--- config.mk ---
export PLATFORM = sky130hd
export DESIGN_NAME = led_scan_controller
export DESIGN_NICKNAME = d
export VERILOG_FILES = /design/src/rtl/led_scan_controller.sv
export SDC_FILE = /design/constraint.sdc
export NUM_CORES = 1
export LEC_CHECK = 0
export CAP_MARGIN = 10
export CORE_ASPECT_RATIO = 2
export CORE_MARGIN = 2
export CORE_UTILIZATION = 35
export DETAILED_ROUTE_END_ITERATION = 8
export PLACE_DENSITY = 0.52
export SLEW_MARGIN = 20
export SYNTH_ARGS = -nofsm -noshare
export SYNTH_HDL_FRONTEND = slang
export SYNTH_SLANG_ARGS = --single-unit
--- constraint.sdc ---
create_clock -name clk -period 3.9 [get_ports clk]
set_clock_uncertainty 0.05 [all_clocks]
set_input_delay 0.39 -clock clk [delete_from_list [all_inputs] [get_ports clk]]
set_output_delay 0.39 -clock clk [all_outputs]
set_load 0.03 [all_outputs]
--- src/rtl/led_scan_controller.sv ---
// Scans DIGITS common-cathode digits through one shared hex-to-7-segment decoder.
// Frames arrive via valid/ready into a shadow buffer and go live at the next frame boundary.
module led_scan_controller #(
    parameter int unsigned DIGITS       = 8,
    parameter int unsigned CLK_DIV      = 50000,
    parameter int unsigned BLANK_CYCLES = 500
) (
    input  logic                clk,
    input  logic                rst,
    input  logic                load_valid,
    output logic                load_ready,
    input  logic [4*DIGITS-1:0] load_hex,
    input  logic [DIGITS-1:0]   load_dp,
    input  logic [DIGITS-1:0]   load_en,
    output logic [3:0]          dec_hex,
    input  logic [6:0]          dec_segments,
    output logic [6:0]          seg_out,
    output logic                dp_out,
    output logic [DIGITS-1:0]   digit_sel,
    output logic                frame_start
);

    localparam int unsigned CW = $clog2(CLK_DIV);
    localparam int unsigned IW = $clog2(DIGITS);
    localparam logic [CW-1:0] CNT_LAST  = CW'(CLK_DIV - 1);
    localparam logic [CW-1:0] BLANK_END = CW'(BLANK_CYCLES);
    localparam logic [IW-1:0] IDX_LAST  = IW'(DIGITS - 1);

    logic [CW-1:0]     cnt;
    logic [IW-1:0]     idx;
    logic              pending;
    logic [3:0]        active_hex [DIGITS];
    logic [3:0]        shadow_hex [DIGITS];
    logic [DIGITS-1:0] active_dp;
    logic [DIGITS-1:0] active_en;
    logic [DIGITS-1:0] shadow_dp;
    logic [DIGITS-1:0] shadow_en;

    logic              slot_end;
    logic              frame_end;
    logic              swap;
    logic              xfer;
    logic              show;
    logic [IW-1:0]     idx_next;
    logic [3:0]        next_hex;

    // Slot/frame boundary decode; the decoder is fed from the frame that will be live next slot
    always_comb begin
        slot_end  = (cnt == CNT_LAST);
        frame_end = slot_end && (idx == IDX_LAST);
        swap      = frame_end && pending;
        xfer      = load_valid && load_ready;
        show      = (cnt >= BLANK_END);
        idx_next  = frame_end ? '0 : idx + IW'(1);
        next_hex  = swap ? shadow_hex[idx_next] : active_hex[idx_next];
    end

    always_ff @(posedge clk) begin
        if (rst) begin
            cnt         <= '0;
            idx         <= '0;
            pending     <= 1'b0;
            load_ready  <= 1'b1;
            active_dp   <= '0;
            active_en   <= '0;
            shadow_dp   <= '0;
            shadow_en   <= '0;
            dec_hex     <= '0;
            seg_out     <= '0;
            dp_out      <= 1'b0;
            digit_sel   <= '0;
            frame_start <= 1'b0;
            for (int i = 0; i < int'(DIGITS); i++) begin
                active_hex[i] <= '0;
                shadow_hex[i] <= '0;
            end
        end else begin
            if (slot_end) begin
                cnt     <= '0;
                idx     <= idx_next;
                dec_hex <= next_hex;
            end else begin
                cnt <= cnt + CW'(1);
            end

            frame_start <= frame_end;

            // Pins follow the current phase one cycle later; disabled digits stay dark
            if (show && active_en[idx]) begin
                digit_sel <= DIGITS'(1) << idx;
                seg_out   <= dec_segments;
                dp_out    <= active_dp[idx];
            end else begin
                digit_sel <= '0;
                seg_out   <= '0;
                dp_out    <= 1'b0;
            end

            // Swap needs pending=1 and transfer needs ready=1, so they never coincide
            if (swap) begin
                active_dp  <= shadow_dp;
                active_en  <= shadow_en;
                pending    <= 1'b0;
                load_ready <= 1'b1;
                for (int i = 0; i < int'(DIGITS); i++) begin
                    active_hex[i] <= shadow_hex[i];
                end
            end else if (xfer) begin
                shadow_dp  <= load_dp;
                shadow_en  <= load_en;
                pending    <= 1'b1;
                load_ready <= 1'b0;
                for (int i = 0; i < int'(DIGITS); i++) begin
                    shadow_hex[i] <= load_hex[4*i +: 4];
                end
            end
        end
    end

endmodule

==> impl_metrics.yaml <==
sta:
  hold_viol_final: 0
  relSlewSlack_pct: 37.6
  finalSetupViolCount: 0
  period_needed_ps: 2970
  worst_pin_slew_ps: 936
  rsz0062_at_grt: "no"
  max_freq_mhz: 337
  post-route-period-util_pct: 76.1
  drv_slew: 0
  tns_ps: 0
  finalWorstSetupSlack_ps: 931
finish:
  multi_input_area_mm2: 0.00195
  fin_nets: 603
  area_growth_pct: 27.9
  drive_gt1_share_pct: 11.4
  seq_area_mm2: 0.00340
  n_fill_cell: 1483
  num_antenna_cells: 0
clock_tree:
  cts_max_level: 4
  clk_latency_ps: 410
  tritoncts: "done"
  cts_made_buffers: 17
  cts_root_buffer: "clkbuf_16"
  cts_resized: 0
  postCtsSetupBuffers: 0
  clk_path_buf_depth: 2
  holdBufCountCts: 0
  path_clk_slew_ps: 60
  numClockSinks: 138
routing:
  drc_errors: 0
  drt_iter0_drc: 125
  drtPass1Iterations: 4
  ant_nets: 0
  routedWlPerCell_um: 14.5
  dr_total_vias: 3552
  routed_wl_um: 10800
  via_per_inst: 4.74
logic_synthesis:
  ys_top_cells_by_area: "edfxtp_1 (35%), dfxtp_1 (27%), and2_1 (6.8%), mux4_2 (3.7%), nand2_1 (2.9%)"
  synth-seq-cells: 138
  synth_compound_area_share_pct: 7.87
  yosys.area.top_type: "edfxtp_1"
  synth_xor_area_share_pct: 2.07
  synthMuxAreaShare_pct: 4.87
  synth_adder_area_share_pct: 1.59
  ys_types: 47
  synth_area_per_cell_um2: 12.0
  synth_top_cell_area_share_pct: 34.9
  synth_ff_type: "dfxtp_1"
  synth_top_family_by_area: "simple AND/OR/NAND/NOR gates"
  synth_most_common_cell: "dfxtp_1"
  netlist_area_mm2: 0.00550
  yosys.area_share.simple_pct: 18.9
  syn_inst: 458
  synth_nets: 523
  synth-edff-count: 64
  synthTopCellsByCount: "dfxtp_1 (74), edfxtp_1 (64), and2_1 (60), nand2_1 (43), nor2_1 (31)"
  ys_warn_count: 0
  yosysSeqAreaShare_pct: 61.9
  ys_async_sr_fraction_pct: 0
worst_setup_path:
  crit_fanout: 32
  worstSetupStartpoint: "idx[1]"
  reg2reg_from: "idx[1]"
  crit_chain: "ha_1 -> ha_1 -> and4_1 -> and4_4 -> nand2_2 -> a31oi_4 -> inv_1 -> buf_4"
  critPathMaxStageDelay_ps: 530
  required_ps: 3970
  r2r_slack_ps: 930
  r2r-end: "shadow_hex[2][2]"
  endpoint: "shadow_hex[2][2]"
  crit_type: "register to register"
  crit_path_frequent_cell: "ha_1"
  reg2reg_depth: 8
  start_kind: "register"
  slowest_stage: "a31oi_4"
  cp.arrival_ps: 3040
  endpoint_kind: "register"
outcome:
  status: "finished clean"
hold_path:
  hp-start: "active_dp[0]"
  hp-class: "register to register"
job:
  cap_violations: 0
pwr:
  irDropWorstVdd_uv: 269
  leakage_uw: 0.00254
  power.density_mw_per_mm2: 461
placed_design:
  dp_slack_ps: 930
  gp_congestion: 0.804
  io_buffers: 79
  dpl.hpwl_um: 7730
global_routing:
  grt_pass1_wl_um: 18000
  grt_pass1_vias: 3807
  track_usage_pct: 13.8
  grt_max_degree: 48
  overflow: 0
  antenna_found_initial: 0
floorplanning:
  dieArea_mm2: 0.0168
  design.core.area_mm2: 0.0154
  die_w_um: 92.7
  die_y_um: 181
  start_util_pct: 35.8
  row_count: 64
  io_pins: 80
-- per-layer routing --
metal  vias to the layer above  GRT usage (%)  routed length, µm
met5                         -              0                  0
met4                         0           5.29                121
met2                        68           27.1               6350
met1                      1723           13.6               4030
li1                       1757              -                  -
met3                         4           3.21                335
-- registers in the layout (all words and copies together), names as in the netlist --
name / cells
active_en: 8
seg_out: 7
load_ready: 1
shadow_dp: 8
dec_hex: 4
digit_sel: 8
active_dp: 8
idx: 3
frame_start: 1
dp_out: 1
cnt: 16
shadow_hex: 32
active_hex: 32
shadow_en: 8
pending: 1
-- worst min-delay path by stage --
stage                    to  slack [ps]  cells past startpoint
2_1_floorplan  active_dp[2]         380                      2
3_5_place_dp   active_dp[3]         400                      2
5_1_grt        active_dp[6]         430                      2
6_report       active_dp[0]         400                      2
3_3_place_gp   active_en[1]         390                      2
4_1_cts        active_dp[0]         410                      2
-- cell type report --
class,instances,area share (%)
tap,198,3.52
sequential,138,48.4
clock inverter,11,1.16
inverter,12,0.640
multi-input combinational,285,27.8
timing repair buffer,84,11.7
clock buffer,21,6.85
-- report_power, final --
| part | switching, µW | internal, µW | leakage (µW) |
|---|---|---|---|
| clock network | 612 | 893 | 0.000277 |
| registers | 24.0 | 1570 | 0.00125 |
| logic | 57.7 | 80.8 | 0.00101 |
| total | 693 | 2550 | 0.00254 |
-- metrics by stage --
| step | power (µW) | cell area (µm²) | instances | util, % | hold WS (ps) |
|---|---|---|---|---|---|
| 2_1_floorplan | 1690 | 5500 | 458 | - | 379 |
| 3_3_place_gp | 1770 | 6470 | 717 | 42.1 | 389 |
| 3_5_place_dp | 1770 | 6470 | 717 | 42.1 | 397 |
| 4_1_cts | 3290 | 7040 | 749 | 45.8 | 407 |
| 5_1_grt | 3370 | 7040 | 749 | 45.8 | 431 |
| 6_report | 3240 | 7040 | 749 | 45.8 | 404 |
-- cells by family after synthesis --
logic type	after synthesis
buffers and inverters	35
muxes	15
xor gates and xnor gates	13
DFF	138
and+or+nand+nor	190
adders and majority gates	7
AOI/OAI and AO/OA	60
-- placed cells by master (no fill, tap or decap), drive strengths merged, types with 6 or more instances in the layout --
| cell | instances |
|---|---|
| nand2 | 44 |
| nor2 | 31 |
| dfxtp | 74 |
| mux4 | 9 |
| ha | 7 |
| clkdlybuf4s50 | 78 |
| and2 | 61 |
| a22o | 16 |
| nand3 | 8 |
| a21oi | 25 |
| buf | 6 |
| edfxtp | 64 |
| nor2b | 19 |
| and3 | 8 |
| inv | 17 |
| xnor2 | 8 |
| clkbuf | 21 |
-- worst max-delay path: cells and delay by family, from the launching register on --
kind	cells	cell delay (ps)
buffers and inverters	2	360
flip-flops	1	500
adder cells (fa/ha/maj)	2	430
AND/OR/NAND/NOR	3	790
AO/OA/AOI/OAI	1	530
(Power assumes the default switching activity.)
